==> config.mk <==
export PLATFORM = sky130hd
export DESIGN_NAME = wbk_stage
export DESIGN_NICKNAME = d
export VERILOG_FILES = /design/src/rtl/wbk_pkg.sv /design/src/rtl/wbk_watchdog.sv /design/src/rtl/wbk_stage.sv
export SDC_FILE = /design/constraint.sdc
export NUM_CORES = 1
export LEC_CHECK = 0
export CAP_MARGIN = 20
export CELL_PAD_IN_SITES_DETAIL_PLACEMENT = 2
export CELL_PAD_IN_SITES_GLOBAL_PLACEMENT = 2
export CORE_ASPECT_RATIO = 0.75
export CORE_MARGIN = 5
export CORE_UTILIZATION = 25
export DETAILED_ROUTE_END_ITERATION = 10
export HOLD_SLACK_MARGIN = 0.03
export PLACE_DENSITY = 0.79
export SYNTH_ARGS = -nofsm -noshare
export SYNTH_HDL_FRONTEND = slang
export SYNTH_HIERARCHICAL = 1
export SYNTH_SLANG_ARGS = --single-unit
==> constraint.sdc <==
create_clock -name clk -period 2.6 [get_ports clk]
set_input_delay 0.65 -clock clk [delete_from_list [all_inputs] [get_ports clk]]
set_output_delay 0.65 -clock clk [all_outputs]
set_load 0.01 [all_outputs]
==> src/rtl/wbk_pkg.sv <==
// +----------------------------------------------------------------------+
// | Module   : wbk_pkg                                                   |
// | Purpose  : Shared types and constants for the writeback stage.       |
// | Revision : 1.0                                                       |
// +----------------------------------------------------------------------+
`default_nettype none

package wbk_pkg;

    typedef enum logic [0:0] {
        S_RUN       = 1'b0,
        S_WAIT_MULT = 1'b1
    } wbk_state_t;

    typedef enum logic [1:0] {
        SRC_MEM  = 2'd0,
        SRC_MULT = 2'd1,
        SRC_CSR  = 2'd2
    } wbk_src_t;

    localparam logic [5:0] REG_ZERO = 6'd0;

    // CSR instructions return the old CSR value even if also tagged as mult.
    function automatic wbk_src_t wbk_sel_src(input logic csr_en, input logic mult);
        wbk_src_t src;
        if (csr_en)
            src = SRC_CSR;
        else if (mult)
            src = SRC_MULT;
        else
            src = SRC_MEM;
        return src;
    endfunction

endpackage

`default_nettype wire

==> src/rtl/wbk_watchdog.sv <==
// +----------------------------------------------------------------------+
// | Module   : wbk_watchdog                                              |
// | Purpose  : Stall-cycle counter with a sticky timeout flag.           |
// | Revision : 1.0                                                       |
// +----------------------------------------------------------------------+
`default_nettype none

module wbk_watchdog #(
    parameter int MULT_TIMEOUT = 64
) (
    input  logic clk,
    input  logic reset_n,
    input  logic run,
    input  logic clear,
    output logic timeout
);

    localparam int                c_WD_W  = $clog2(MULT_TIMEOUT + 1);
    localparam logic [c_WD_W-1:0] c_LIMIT = c_WD_W'(MULT_TIMEOUT);

    logic [c_WD_W-1:0] r_cnt;

    // Counter saturates at the limit so a long wait never wraps it back.
    always_ff @(posedge clk or negedge reset_n) begin
        if (!reset_n) begin
            r_cnt   <= '0;
            timeout <= 1'b0;
        end else if (clear) begin
            r_cnt <= '0;
        end else if (run && (r_cnt != c_LIMIT)) begin
            r_cnt <= r_cnt + 1'b1;
            if (r_cnt == (c_LIMIT - 1'b1))
                timeout <= 1'b1;
        end
    end

endmodule

`default_nettype wire

==> src/rtl/wbk_stage.sv <==
// +----------------------------------------------------------------------+
// | Module   : wbk_stage                                                 |
// | Purpose  : Writeback stage: drains mem2wbk, joins multiplier results,|
// |            drives the register-file write port and decode bypass.    |
// |            Optional WBK_PERF_EN adds a stall-cycle counter output.   |
// | Revision : 1.0                                                       |
// +----------------------------------------------------------------------+
`default_nettype none

module wbk_stage
    import wbk_pkg::*;
#(
    parameter int MULT_TIMEOUT = 64,
    parameter int CNT_W        = 64
) (
    input  logic             clk,
    input  logic             reset_n,
    input  logic [31:0]      MEM_RES_RM,
    input  logic [5:0]       MEM_DEST_RM,
    input  logic             WB_RM,
    input  logic             CSR_WENABLE_RM,
    input  logic [31:0]      CSR_RDATA_RM,
    input  logic             MULT_INST_RM,
    input  logic             MEM2WBK_EMPTY_SM,
    output logic             MEM2WBK_POP_SW,
    input  logic [31:0]      MULT_RES_RX2,
    input  logic             X22WBK_EMPTY_SX2,
    output logic             X22WBK_POP_SW,
    output logic [31:0]      WBK_DATA_SW,
    output logic [5:0]       WBK_DEST_SW,
    output logic             WBK_EN_SW,
    output logic [31:0]      BP_DATA_RW,
    output logic [5:0]       BP_DEST_RW,
    output logic             BP_VALID_RW,
    output logic             WBK_STALL_SW,
    output logic             MULT_TIMEOUT_RW,
    output logic [CNT_W-1:0] COMMIT_CNT_RW
`ifdef WBK_PERF_EN
    ,
    output logic [31:0]      MULT_WAIT_CNT_RW
`endif
);

    wbk_state_t r_state;
    wbk_src_t   w_src;
    logic       w_head_v;
    logic       w_x2_v;
    logic       w_pop_mem;
    logic       w_pop_x2;
    logic       w_stall;

    // Qualifying with reset_n keeps every pop and write quiet while reset is held.
    assign w_head_v  = !MEM2WBK_EMPTY_SM && reset_n;
    assign w_x2_v    = !X22WBK_EMPTY_SX2;
    assign w_pop_mem = w_head_v && (!MULT_INST_RM || w_x2_v);
    assign w_pop_x2  = w_head_v && MULT_INST_RM && w_x2_v;
    assign w_stall   = w_head_v && MULT_INST_RM && !w_x2_v;

    assign MEM2WBK_POP_SW = w_pop_mem;
    assign X22WBK_POP_SW  = w_pop_x2;
    assign WBK_STALL_SW   = w_stall;

    assign w_src = wbk_sel_src(CSR_WENABLE_RM, MULT_INST_RM);

    always_comb begin
        WBK_DATA_SW = MEM_RES_RM;
        case (w_src)
            SRC_CSR:  WBK_DATA_SW = CSR_RDATA_RM;
            SRC_MULT: WBK_DATA_SW = MULT_RES_RX2;
            default:  WBK_DATA_SW = MEM_RES_RM;
        endcase
    end

    assign WBK_DEST_SW = MEM_DEST_RM;
    assign WBK_EN_SW   = w_pop_mem && WB_RM && (MEM_DEST_RM != REG_ZERO);

    always_ff @(posedge clk or negedge reset_n) begin
        if (!reset_n) begin
            r_state <= S_RUN;
        end else begin
            case (r_state)
                S_RUN:       if (w_stall)  r_state <= S_WAIT_MULT;
                S_WAIT_MULT: if (w_pop_x2) r_state <= S_RUN;
                default:     r_state <= S_RUN;
            endcase
        end
    end

    always_ff @(posedge clk or negedge reset_n) begin
        if (!reset_n) begin
            BP_VALID_RW   <= 1'b0;
            BP_DATA_RW    <= '0;
            BP_DEST_RW    <= '0;
            COMMIT_CNT_RW <= '0;
        end else begin
            BP_VALID_RW <= WBK_EN_SW;
            if (WBK_EN_SW) begin
                BP_DATA_RW <= WBK_DATA_SW;
                BP_DEST_RW <= WBK_DEST_SW;
            end
            if (w_pop_mem)
                COMMIT_CNT_RW <= COMMIT_CNT_RW + CNT_W'(1);
        end
    end

    // Watchdog counts every stalled cycle, including the one that enters the wait.
    wbk_watchdog #(
        .MULT_TIMEOUT (MULT_TIMEOUT)
    ) u_watchdog (
        .clk     (clk),
        .reset_n (reset_n),
        .run     (w_stall),
        .clear   (w_pop_x2),
        .timeout (MULT_TIMEOUT_RW)
    );

`ifdef WBK_PERF_EN
    always_ff @(posedge clk or negedge reset_n) begin
        if (!reset_n)
            MULT_WAIT_CNT_RW <= '0;
        else if (w_stall && (MULT_WAIT_CNT_RW != 32'hFFFF_FFFF))
            MULT_WAIT_CNT_RW <= MULT_WAIT_CNT_RW + 32'd1;
    end
`endif

endmodule

`default_nettype wire

==> impl_metrics.xml, run 1 <==
<?xml version="1.0" encoding="UTF-8"?>
<metrics>
  <group name="placed_design">
    <metric name="place.detailed.hpwl" unit="um">20600</metric>
    <metric name="io_buffer_count" unit="">254</metric>
    <metric name="place_congestion" unit="">0.826</metric>
    <metric name="dp.cells" unit="">1158</metric>
    <metric name="placedInstanceArea" unit="mm^2">0.00915</metric>
  </group>
  <group name="synthesis">
    <metric name="synth_edf_count" unit="">0</metric>
    <metric name="synthesis_warning_total" unit="">6</metric>
    <metric name="synth_cell_type_count" unit="">42</metric>
    <metric name="syn_area" unit="mm^2">0.00574</metric>
    <metric name="synthCells" unit="">547</metric>
    <metric name="ys_seq_area_share" unit="%">48.4</metric>
    <metric name="postSynth.topFlopCell" unit="">sky130_fd_sc_hd__dfrtp_1</metric>
    <metric name="postSynthAreaPerCell" unit="um^2">10.5</metric>
    <metric name="synth.ff_latch_count" unit="">111</metric>
    <metric name="async_reset_ff_share" unit="%">100</metric>
    <metric name="syn_nets" unit="">659</metric>
  </group>
  <group name="global_routing">
    <metric name="grt-busiest-layer" unit="">met2</metric>
    <metric name="groute.usage.overall" unit="%">19.7</metric>
    <metric name="grt_pass1_vias" unit="">6402</metric>
    <metric name="grtUsageMet3" unit="%">3.92</metric>
    <metric name="largest_net_degree_at_the_start_of_global_routing" unit="">66</metric>
    <metric name="grt_pass1_wl" unit="um">39400</metric>
    <metric name="antenna_found_initial" unit="">1</metric>
    <metric name="global_route.usage.met2" unit="%">34.9</metric>
    <metric name="met1_usage" unit="%">24.4</metric>
    <metric name="total_overflow_reported_by_the_global_router" unit="">0</metric>
  </group>
  <group name="cts">
    <metric name="cts_buffers" unit="">9</metric>
    <metric name="cts-htree-levels" unit="">3</metric>
    <metric name="cts.sinks" unit="">111</metric>
    <metric name="clockRootBuffer" unit="">sky130_fd_sc_hd__clkbuf_16</metric>
    <metric name="worst_setup_hold_path_clk_slew" unit="ns">0.08</metric>
    <metric name="cts_hold_repair.buffers" unit="">0</metric>
    <metric name="cts_tree" unit="">done</metric>
    <metric name="ctsLongestPathBuffers" unit="">2</metric>
    <metric name="clkLatencyLatePin" unit="ns">0.36</metric>
  </group>
  <group name="routing">
    <metric name="routed_wl" unit="um">25700</metric>
    <metric name="wl_per_cell" unit="um">21.8</metric>
    <metric name="drt_first_pass_iters" unit="">4</metric>
    <metric name="first_iter_violations" unit="">199</metric>
    <metric name="postRouteAntennaNets" unit="">0</metric>
    <metric name="avgViaCountPerCell" unit="">4.65</metric>
    <metric name="routed-via-count" unit="">5483</metric>
    <metric name="post-route-drc-count" unit="">0</metric>
  </group>
  <group name="setup_path">
    <metric name="startpoint_type" unit="">input port</metric>
    <metric name="crit_end" unit="">COMMIT_CNT_RW[61]</metric>
    <metric name="worstPathBufferInverterCount" unit="">3</metric>
    <metric name="worstPathCellList" unit="">clkdlybuf4s50_1, nand2b_1, buf_4, nor3_1, buf_4, nand4_1, nor4_1, xor2_1</metric>
    <metric name="worst_setup_path_end_kind" unit="">register</metric>
    <metric name="criticalPathCategory" unit="">in -&gt; reg</metric>
    <metric name="worst_ep_required_time" unit="ns">2.81</metric>
    <metric name="crit_path_frequent_cell" unit="">sky130_fd_sc_hd__buf_4</metric>
    <metric name="reg2reg_slack" unit="ns">0.15</metric>
    <metric name="critPathSlowestCell" unit="">sky130_fd_sc_hd__nor4_1</metric>
    <metric name="reg2reg_to" unit="">COMMIT_CNT_RW[61]</metric>
    <metric name="maximum_fanout_along_the_worst_path" unit="">5</metric>
    <metric name="crit-reg2reg-launch" unit="">COMMIT_CNT_RW[4]</metric>
    <metric name="worst_r2r_path_depth" unit="">5</metric>
    <metric name="path_depth" unit="">8</metric>
    <metric name="worst_path_largest_cell_delay" unit="ns">0.57</metric>
    <metric name="cp_data_arrival_time" unit="ns">2.76</metric>
    <metric name="critical-path-top-delay-family" unit="">simple AND/OR/NAND/NOR gates</metric>
    <metric name="critical_path.startpoint" unit="">MEM2WBK_EMPTY_SM</metric>
  </group>
  <group name="final_layout">
    <metric name="multi_input_area" unit="mm^2">0.00280</metric>
    <metric name="area.sequential" unit="mm^2">0.00278</metric>
    <metric name="fillers" unit="">2446</metric>
    <metric name="most-common-layout-cells" unit="">211 x sky130_fd_sc_hd__clkdlybuf4s50_1, 111 x sky130_fd_sc_hd__dfrtp_1, 82 x sky130_fd_sc_hd__buf_4, 72 x sky130_fd_sc_hd__nand2_1, 39 x sky130_fd_sc_hd__mux2_2</metric>
    <metric name="final_cell_area" unit="mm^2">0.00945</metric>
    <metric name="final_layout_size_suffix_gt1_share" unit="%">19.7</metric>
    <metric name="mostFrequentLayoutCell" unit="">sky130_fd_sc_hd__clkdlybuf4s50_1</metric>
    <metric name="area_delta_synth_final" unit="%">64.8</metric>
    <metric name="fin_nets" unit="">984</metric>
    <metric name="number_of_cells_in_the_finished_layout_apart_from_fillers" unit="">1178</metric>
  </group>
  <group name="floorplan">
    <metric name="dieArea" unit="mm^2">0.0261</metric>
    <metric name="std_cell_rows" unit="">48</metric>
    <metric name="dieHeight" unit="um">141</metric>
    <metric name="die_x" unit="um">185</metric>
    <metric name="initial_utilization" unit="%">25.1</metric>
    <metric name="design.core.area" unit="mm^2">0.0228</metric>
    <metric name="floorplan.io_pins" unit="">255</metric>
  </group>
  <group name="timing">
    <metric name="grt_setup_unrepaired" unit="">no</metric>
    <metric name="final_min_period_over_clock_period" unit="%">98.1</metric>
    <metric name="slew_viol_final" unit="">0</metric>
    <metric name="hold_violations" unit="">0</metric>
    <metric name="setup_viol" unit="">0</metric>
    <metric name="worst-slew-pin-transition" unit="ns">0.901</metric>
    <metric name="worst_hold_slack" unit="ns">0.435</metric>
    <metric name="max_freq" unit="MHz">392</metric>
    <metric name="timing.max_slew.rel_slack" unit="%">39.9</metric>
    <metric name="final.min_clock_period" unit="ns">2.55</metric>
    <metric name="final.setup_skew" unit="ns">0.0125</metric>
  </group>
  <group name="power">
    <metric name="worst_ir_drop_vdd" unit="mV">0.381</metric>
    <metric name="power_density" unit="mW/mm^2">525</metric>
    <metric name="pwr-share-seq" unit="%">42.3</metric>
    <metric name="design_power_total" unit="uW">4960</metric>
    <metric name="share_comb_of_total_power" unit="%">28.9</metric>
    <metric name="p_leak" unit="uW">0.00421</metric>
    <metric name="p_sw_share" unit="%">30.1</metric>
    <metric name="power_frac_clock" unit="%">28.9</metric>
    <metric name="p_sw" unit="uW">1500</metric>
    <metric name="cellInternalPower" unit="uW">3470</metric>
  </group>
  <group name="min_path">
    <metric name="min-delay-path-class" unit="">in -&gt; async</metric>
  </group>
  <group name="outcome">
    <metric name="status" unit="">completed</metric>
  </group>
  <group name="flow_run">
    <metric name="maxCapViolations" unit="">0</metric>
  </group>
</metrics>
-- registers in the layout, summed over array words and instances, names as in the netlist --
name,count
BP_DATA_RW,32
BP_DEST_RW,6
BP_VALID_RW,1
COMMIT_CNT_RW,64
u_watchdog/r_cnt,7
u_watchdog/timeout,1
-- kinds of logic (layout without fill, tap and decap cells) --
family / Yosys count / in the layout / share of synthesized area [%]
xor+xnor: 65 / 65 / 9.93
buf+inv: 36 / 366 / 3.42
other cells: 0 / 1 / 0
flops: 111 / 111 / 48.4
mux: 71 / 71 / 13.2
compound gates: 42 / 42 / 3.99
simple gates: 219 / 219 / 20.3
fa+ha+maj: 3 / 3 / 0.655
-- per-layer routing --
layer	share of wire, %	routed length (um)	vias to the layer above
li1	-	-	2567
met3	2.9	750	28
met5	0	0	-
met1	43	11000	2806
met2	52	13400	82
met4	2.3	595	0
-- how the worst min path moves through the flow --
stage                  startpoint            endpoint  slack [ns]  cells past startpoint
2_1_floorplan             reset_n       BP_DATA_RW[0]        0.35                      0
3_3_place_gp   u_watchdog/timeout  u_watchdog/timeout        0.46                      2
3_5_place_dp   u_watchdog/timeout  u_watchdog/timeout        0.47                      2
4_1_cts                   reset_n       BP_DATA_RW[5]        0.43                      2
5_1_grt                   reset_n       BP_DATA_RW[4]        0.47                      2
6_report                  reset_n       BP_DATA_RW[4]        0.44                      2
-- through the flow --
| step | util [%] | setup TNS, ns | setup slack (ns) |
|---|---|---|---|
| floorplan | - | 0 | 0.143 |
| global placement | 40.1 | -26.00 | -0.722 |
| detailed placement | 40.1 | -29.34 | -0.742 |
| CTS | 41.4 | 0 | 0.00601 |
| global route | 41.4 | 0 | 0.00435 |
| finish | 41.4 | 0 | 0.0485 |
-- final cells by class --
class                      count  share of cell area, %
timing repair buffer         339                   33.4
multi-input combinational    400                   29.6
tap                          300                   3.97
clock buffer                  11                   2.67
sequential                   111                   29.4
clock inverter                 5                  0.490
inverter                      11                  0.437
antenna                        1                 0.0265
-- cell usage after synthesis, types with 7 or more instances --
| cell | number | share of area [%] |
|---|---|---|
| sky130_fd_sc_hd__nor4_1 | 9 | 0.98 |
| sky130_fd_sc_hd__mux2i_1 | 32 | 5.6 |
| sky130_fd_sc_hd__clkbuf_1 | 10 | 0.65 |
| sky130_fd_sc_hd__nand3_1 | 24 | 2.1 |
| sky130_fd_sc_hd__mux2_2 | 39 | 7.7 |
| sky130_fd_sc_hd__xor2_1 | 37 | 5.7 |
| sky130_fd_sc_hd__inv_1 | 11 | 0.72 |
| sky130_fd_sc_hd__buf_4 | 7 | 0.92 |
| sky130_fd_sc_hd__nand4_1 | 24 | 2.6 |
| sky130_fd_sc_hd__nor3_1 | 21 | 1.8 |
| sky130_fd_sc_hd__o21ai_0 | 35 | 3.1 |
| sky130_fd_sc_hd__nand2_1 | 72 | 4.7 |
| sky130_fd_sc_hd__xnor2_1 | 28 | 4.3 |
| sky130_fd_sc_hd__and3_1 | 9 | 0.98 |
| sky130_fd_sc_hd__nor2_1 | 30 | 2.0 |
| sky130_fd_sc_hd__dfrtp_1 | 111 | 48 |
-- power by group through the flow --
stage / registers (uW) / logic, uW / clock network [uW]
after floorplan: 2180 / 389 / 0
after global placement: 2110 / 1420 / 0
after detailed placement: 2130 / 1460 / 0
after CTS: 2100 / 1460 / 1480
after global routing: 2130 / 1520 / 1550
final: 2100 / 1430 / 1430
-- what timing repair did --
item,in CTS,in global routing
gates resized for setup,100,6
setup buffers,2,0
pin swaps,3,1
gates cloned,1,0
endpoints found under the setup margin,36,6
No activity file was read; power rests on OpenSTA's default activity.
==> run 2: changes to the inputs <==
- PLACE_DENSITY: 0.79 -> 0.81
==> run 2 against run 1 <==
Via count fell by 1.5%; routed wire length down 3.1%; sequential power about the same; register-to-register slack improved by 0.18 ns; combinational power about the same; sequential cell count unchanged; maximum frequency decreased by 1.0%; die area stayed put; global-route usage is 0.62 points lower; count of clock-buffer cells in the layout shrank 1; worst setup slack lost 0.027 ns; largest cell class unchanged.
==> impl_metrics.xml, run 2 (same netlist as run 1, synthesis figures left out) <==
<?xml version="1.0" encoding="UTF-8"?>
<metrics>
  <group name="power">
    <metric name="p_leak" unit="uW">0.00419</metric>
    <metric name="design_power_total" unit="uW">4920</metric>
    <metric name="power_density" unit="mW/mm^2">525</metric>
    <metric name="worst_ir_drop_vdd" unit="mV">0.344</metric>
  </group>
  <group name="global_routing">
    <metric name="grt_pass1_vias" unit="">6087</metric>
    <metric name="met1_usage" unit="%">24.3</metric>
    <metric name="largest_net_degree_at_the_start_of_global_routing" unit="">57</metric>
    <metric name="antenna_found_initial" unit="">0</metric>
    <metric name="grt-busiest-layer" unit="">met2</metric>
    <metric name="grtUsageMet3" unit="%">3.12</metric>
    <metric name="groute.usage.overall" unit="%">19.0</metric>
    <metric name="global_route.usage.met2" unit="%">33.5</metric>
    <metric name="grt_pass1_wl" unit="um">38000</metric>
    <metric name="total_overflow_reported_by_the_global_router" unit="">0</metric>
  </group>
  <group name="timing">
    <metric name="timing.max_slew.rel_slack" unit="%">49.8</metric>
    <metric name="slew_viol_final" unit="">0</metric>
    <metric name="setup_viol" unit="">0</metric>
    <metric name="final.setup_skew" unit="ns">0.0108</metric>
    <metric name="worst_hold_slack" unit="ns">0.455</metric>
    <metric name="worst-slew-pin-transition" unit="ns">0.754</metric>
    <metric name="final_min_period_over_clock_period" unit="%">99.2</metric>
    <metric name="setup_tns" unit="ns">0</metric>
    <metric name="max_freq" unit="MHz">388</metric>
    <metric name="final.min_clock_period" unit="ns">2.58</metric>
    <metric name="hold_violations" unit="">0</metric>
    <metric name="grt_setup_unrepaired" unit="">no</metric>
  </group>
  <group name="cts">
    <metric name="cts-htree-levels" unit="">3</metric>
    <metric name="cts_hold_repair.buffers" unit="">0</metric>
    <metric name="clkLatencyLatePin" unit="ns">0.36</metric>
    <metric name="cts.sinks" unit="">111</metric>
    <metric name="clockRootBuffer" unit="">sky130_fd_sc_hd__clkbuf_16</metric>
    <metric name="worst_setup_hold_path_clk_slew" unit="ns">0.08</metric>
    <metric name="ctsLongestPathBuffers" unit="">2</metric>
    <metric name="cts_buffers" unit="">9</metric>
    <metric name="cts_tree" unit="">done</metric>
  </group>
  <group name="final_layout">
    <metric name="fillers" unit="">2423</metric>
    <metric name="most-common-layout-cells" unit="">211 x sky130_fd_sc_hd__clkdlybuf4s50_1, 111 x sky130_fd_sc_hd__dfrtp_1, 73 x sky130_fd_sc_hd__buf_4, 72 x sky130_fd_sc_hd__nand2_1, 39 x sky130_fd_sc_hd__mux2_2</metric>
    <metric name="final_layout_size_suffix_gt1_share" unit="%">17.8</metric>
    <metric name="fin_nets" unit="">974</metric>
    <metric name="reg_top3" unit="">COMMIT_CNT_RW (64), BP_DATA_RW (32), u_watchdog/r_cnt (7)</metric>
    <metric name="largest_register_ff_count" unit="">64</metric>
    <metric name="count_of_inserted_antenna_diode_cells" unit="">0</metric>
    <metric name="final_core_utilization" unit="%">41.1</metric>
    <metric name="mostFrequentLayoutCell" unit="">sky130_fd_sc_hd__clkdlybuf4s50_1</metric>
    <metric name="area_delta_synth_final" unit="%">63.5</metric>
    <metric name="number_of_cells_in_the_finished_layout_apart_from_fillers" unit="">1167</metric>
    <metric name="register_with_the_highest_flop_count" unit="">COMMIT_CNT_RW</metric>
  </group>
  <group name="setup_path">
    <metric name="criticalPathCategory" unit="">in -&gt; out</metric>
    <metric name="worst_setup_path_end_kind" unit="">primary output</metric>
    <metric name="maximum_fanout_along_the_worst_path" unit="">2</metric>
    <metric name="startpoint_type" unit="">input port</metric>
    <metric name="cp_data_arrival_time" unit="ns">1.93</metric>
    <metric name="worst_ep_required_time" unit="ns">1.95</metric>
  </group>
  <group name="placed_design">
    <metric name="place.detailed.hpwl" unit="um">20100</metric>
    <metric name="io_buffer_count" unit="">254</metric>
    <metric name="dp.cells" unit="">1151</metric>
    <metric name="place_congestion" unit="">0.842</metric>
  </group>
  <group name="floorplan">
    <metric name="design.core.area" unit="mm^2">0.0228</metric>
    <metric name="std_cell_rows" unit="">48</metric>
    <metric name="dieArea" unit="mm^2">0.0261</metric>
    <metric name="floorplan.io_pins" unit="">255</metric>
    <metric name="die_x" unit="um">185</metric>
    <metric name="initial_utilization" unit="%">25.1</metric>
    <metric name="dieHeight" unit="um">141</metric>
  </group>
  <group name="routing">
    <metric name="drt_first_pass_iters" unit="">4</metric>
    <metric name="routed_wl" unit="um">24900</metric>
    <metric name="post-route-drc-count" unit="">0</metric>
    <metric name="routed-via-count" unit="">5403</metric>
    <metric name="avgViaCountPerCell" unit="">4.63</metric>
    <metric name="wl_per_cell" unit="um">21.3</metric>
    <metric name="postRouteAntennaNets" unit="">0</metric>
    <metric name="first_iter_violations" unit="">210</metric>
  </group>
  <group name="flow_run">
    <metric name="maxCapViolations" unit="">0</metric>
  </group>
  <group name="min_path">
    <metric name="min-delay-path-class" unit="">in -&gt; async</metric>
  </group>
  <group name="outcome">
    <metric name="status" unit="">completed</metric>
  </group>
</metrics>
[run 2: critical path, cell delays in order]
cell                              delay (ns)
sky130_fd_sc_hd__clkdlybuf4s50_1        0.53
sky130_fd_sc_hd__buf_4                  0.15
sky130_fd_sc_hd__clkdlybuf4s50_1        0.59
[run 2: what timing repair did]
action	4_1_cts	5_1_grt
setup buffers	0	0
gates resized for setup	68	8
gates cloned	0	0
pin swaps	1	2
endpoints found under the hold margin	0	0
endpoints found under the setup margin	36	4
[run 2: final cells by class]
cell class	instances	area, um^2	area share [%]
tap	300	375	4.00
inverter	11	41.3	0.440
multi-input combinational	400	2790	29.8
clock buffer	10	239	2.55
sequential	111	2780	29.6
timing repair buffer	329	3100	33.1
clock inverter	6	52.6	0.560
[run 2: path summary, 6_finish.rpt]
check,from,to,slack (ns),cells past startpoint
max,MEM_DEST_RM[4],WBK_DEST_SW[4],0.02,3
min,reset_n,BP_DATA_RW[1],0.46,2
max reg2reg,COMMIT_CNT_RW[18],COMMIT_CNT_RW[56],0.33,6
min reg2reg,COMMIT_CNT_RW[63],COMMIT_CNT_RW[63],0.47,1
max in group asynchronous,reset_n,COMMIT_CNT_RW[57],1.62,2
min in group clk,COMMIT_CNT_RW[63],COMMIT_CNT_RW[63],0.47,1
[run 2: through the flow]
step	instance area (um^2)	setup WS (ns)
floorplan	5740	0.143
global placement	9100	-0.664
detailed placement	9100	-0.696
CTS	9370	-0.227
global route	9380	0.0203
finish	9380	0.0214
[run 2: per-layer routing]
metal,vias to the layer above,part of all wire (%)
li1,2542,-
met2,80,52
met1,2754,43
met5,-,0
met3,27,2.4
met4,0,2.1
[run 2: power breakdown]
part / switching (uW) / internal (uW) / leakage [uW]
clock network: 712 / 694 / 0.000138
logic: 616 / 809 / 0.00261
registers: 168 / 1930 / 0.00144
==> run 3: changes to the inputs <==
- PLACE_DENSITY: 0.81 -> unset
- PLACE_DENSITY_LB_ADDON: unset -> 0.1
- SLEW_MARGIN: unset -> 20
==> run 3 against run 2 <==
Register-to-register slack worse by 0.08 ns; power is 1.1% lower; design area increased by 0.33%; cell count decreased by 0.17%; non-clock buffer count shrank 1; first-iteration DRC count fell by 39%; routed wire length decreased by 7.7%; die area stayed put.
==> impl_metrics.xml, run 3 (same netlist as run 1, synthesis figures left out) <==
<?xml version="1.0" encoding="UTF-8"?>
<metrics>
  <group name="outcome">
    <metric name="status" unit="">completed</metric>
  </group>
  <group name="routing">
    <metric name="avgViaCountPerCell" unit="">4.66</metric>
    <metric name="postRouteAntennaNets" unit="">0</metric>
    <metric name="routed-via-count" unit="">5431</metric>
    <metric name="wl_per_cell" unit="um">19.7</metric>
    <metric name="post-route-drc-count" unit="">0</metric>
    <metric name="routed_wl" unit="um">23000</metric>
    <metric name="drt_first_pass_iters" unit="">4</metric>
    <metric name="first_iter_violations" unit="">129</metric>
  </group>
  <group name="timing">
    <metric name="worst-slew-pin-transition" unit="ns">0.649</metric>
    <metric name="grt_setup_unrepaired" unit="">yes</metric>
    <metric name="final_min_period_over_clock_period" unit="%">98.1</metric>
    <metric name="max_freq" unit="MHz">392</metric>
    <metric name="worst_hold_slack" unit="ns">0.363</metric>
    <metric name="timing.max_slew.rel_slack" unit="%">56.7</metric>
    <metric name="final.setup_skew" unit="ns">0.0116</metric>
    <metric name="hold_violations" unit="">0</metric>
    <metric name="final.min_clock_period" unit="ns">2.55</metric>
    <metric name="slew_viol_final" unit="">0</metric>
    <metric name="setup_viol" unit="">0</metric>
    <metric name="setup_tns" unit="ns">0</metric>
  </group>
  <group name="cts">
    <metric name="ctsLongestPathBuffers" unit="">2</metric>
    <metric name="cts_tree" unit="">done</metric>
    <metric name="cts-htree-levels" unit="">3</metric>
    <metric name="clkLatencyLatePin" unit="ns">0.34</metric>
    <metric name="clockRootBuffer" unit="">sky130_fd_sc_hd__clkbuf_16</metric>
    <metric name="cts.sinks" unit="">111</metric>
    <metric name="worst_setup_hold_path_clk_slew" unit="ns">0.07</metric>
    <metric name="cts_buffers" unit="">9</metric>
  </group>
  <group name="power">
    <metric name="power_frac_clock" unit="%">29.3</metric>
    <metric name="cellInternalPower" unit="uW">3500</metric>
    <metric name="p_leak" unit="uW">0.00421</metric>
    <metric name="power_density" unit="mW/mm^2">518</metric>
    <metric name="share_comb_of_total_power" unit="%">27.9</metric>
    <metric name="pwr-share-seq" unit="%">42.9</metric>
    <metric name="p_sw" unit="uW">1370</metric>
    <metric name="worst_ir_drop_vdd" unit="mV">0.318</metric>
    <metric name="p_sw_share" unit="%">28.1</metric>
  </group>
  <group name="setup_path">
    <metric name="cp_data_arrival_time" unit="ns">1.90</metric>
    <metric name="criticalPathCategory" unit="">in -&gt; out</metric>
    <metric name="startpoint_type" unit="">input port</metric>
    <metric name="worst_setup_path_end_kind" unit="">primary output</metric>
    <metric name="maximum_fanout_along_the_worst_path" unit="">3</metric>
    <metric name="worst_ep_required_time" unit="ns">1.95</metric>
  </group>
  <group name="floorplan">
    <metric name="floorplan.io_pins" unit="">255</metric>
    <metric name="die_x" unit="um">185</metric>
    <metric name="std_cell_rows" unit="">48</metric>
    <metric name="dieArea" unit="mm^2">0.0261</metric>
    <metric name="dieHeight" unit="um">141</metric>
    <metric name="initial_utilization" unit="%">25.1</metric>
    <metric name="design.core.area" unit="mm^2">0.0228</metric>
  </group>
  <group name="final_layout">
    <metric name="fillers" unit="">2435</metric>
    <metric name="largest_register_ff_count" unit="">64</metric>
    <metric name="final_layout_size_suffix_gt1_share" unit="%">17.9</metric>
    <metric name="area_delta_synth_final" unit="%">64.1</metric>
    <metric name="mostFrequentLayoutCell" unit="">sky130_fd_sc_hd__clkdlybuf4s50_1</metric>
    <metric name="fin_nets" unit="">973</metric>
    <metric name="register_with_the_highest_flop_count" unit="">COMMIT_CNT_RW</metric>
    <metric name="count_of_inserted_antenna_diode_cells" unit="">0</metric>
    <metric name="reg_top3" unit="">COMMIT_CNT_RW (64), BP_DATA_RW (32), u_watchdog/r_cnt (7)</metric>
    <metric name="most-common-layout-cells" unit="">210 x sky130_fd_sc_hd__clkdlybuf4s50_1, 111 x sky130_fd_sc_hd__dfrtp_1, 72 x sky130_fd_sc_hd__nand2_1, 72 x sky130_fd_sc_hd__buf_4, 39 x sky130_fd_sc_hd__mux2_2</metric>
  </group>
  <group name="placed_design">
    <metric name="io_buffer_count" unit="">254</metric>
    <metric name="place_congestion" unit="">0.780</metric>
    <metric name="place.detailed.hpwl" unit="um">18600</metric>
  </group>
  <group name="min_path">
    <metric name="min-delay-path-class" unit="">in -&gt; async</metric>
  </group>
  <group name="flow_run">
    <metric name="maxCapViolations" unit="">0</metric>
  </group>
  <group name="global_routing">
    <metric name="total_overflow_reported_by_the_global_router" unit="">0</metric>
    <metric name="largest_net_degree_at_the_start_of_global_routing" unit="">49</metric>
    <metric name="groute.usage.overall" unit="%">17.4</metric>
    <metric name="antenna_found_initial" unit="">0</metric>
    <metric name="grt_pass1_vias" unit="">6230</metric>
    <metric name="grt_pass1_wl" unit="um">35800</metric>
  </group>
</metrics>
## run 3: cell types whose count changed in the layout (fill, tap and decap cells not counted), sizes merged, moves of 2 or more
| cell | previous run | this run |
|---|---|---|
| dlygate4sd2 | 34 | 32 |
| inv | 14 | 12 |
| dlymetal6s2s | 4 | 6 |
| clkbuf | 11 | 13 |
## run 3: power groups by stage
stage | logic (uW) | clock network, uW | registers, uW
after floorplan | 389 | 0 | 2180
after global placement | 1380 | 0 | 2110
after global routing | 1460 | 1560 | 2130
final | 1360 | 1430 | 2090
after CTS | 1400 | 1490 | 2100
after detailed placement | 1410 | 0 | 2130
## run 3: final cells by class
type	instances	area [um^2]	share of cell area [%]
inverters	11	41.3	0.439
flip-flops and latches	111	2780	29.5
clock inverters	4	55.1	0.585
multi-input cells	400	2820	30.0
clock buffers	11	243	2.58
well taps	300	375	3.99
repair buffers	328	3100	32.9
## run 3: critical path, cell delays in order
cell and delay, ns:
sky130_fd_sc_hd__dlygate4sd2_1 0.26, sky130_fd_sc_hd__or4_4 0.52, sky130_fd_sc_hd__o311a_4 0.32, sky130_fd_sc_hd__buf_2 0.15
## run 3: through the flow
| step | area, um^2 | worst slack [ns] | total power, uW | util [%] | cells |
|---|---|---|---|---|---|
| 2_1_floorplan | 5740 | 0.143 | 2570 | - | 547 |
| 6_report | 9410 | 0.0489 | 4870 | 41.2 | 1165 |
| 4_1_cts | 9360 | -0.176 | 4980 | 41.0 | 1165 |
| 3_5_place_dp | 9080 | -0.573 | 3530 | 39.8 | 1149 |
| 3_3_place_gp | 9080 | -0.541 | 3490 | 39.8 | 1149 |
| 5_1_grt | 9410 | -0.00874 | 5140 | 41.2 | 1165 |
## run 3: final timing paths
kind / startpoint / slack (ns) / depth (start not counted) / to
min in group clk: COMMIT_CNT_RW[63] / 0.47 / 1 / COMMIT_CNT_RW[63]
worst max-delay path: MEM_DEST_RM[0] / 0.05 / 4 / WBK_EN_SW
worst max register to register: COMMIT_CNT_RW[20] / 0.25 / 5 / COMMIT_CNT_RW[61]
worst min register to register: COMMIT_CNT_RW[63] / 0.47 / 1 / COMMIT_CNT_RW[63]
max in group asynchronous: reset_n / 1.68 / 2 / BP_DATA_RW[16]
worst min-delay path: reset_n / 0.36 / 2 / BP_DATA_RW[12]
## run 3: per-layer routing
layer	wire (um)	track usage [%]	vias up
met3	1180	4.85	30
met4	474	4.21	0
met5	0	0	-
met2	12000	31.4	119
met1	9280	20.5	2744
li1	-	-	2538
## run 3: repair_timing
action                     in CTS  in global routing
hold buffers                    0                  0
setup endpoints to repair      36                  9
buffers inserted                1                  0
resized for setup              61                 16
pin swaps                       1                  1
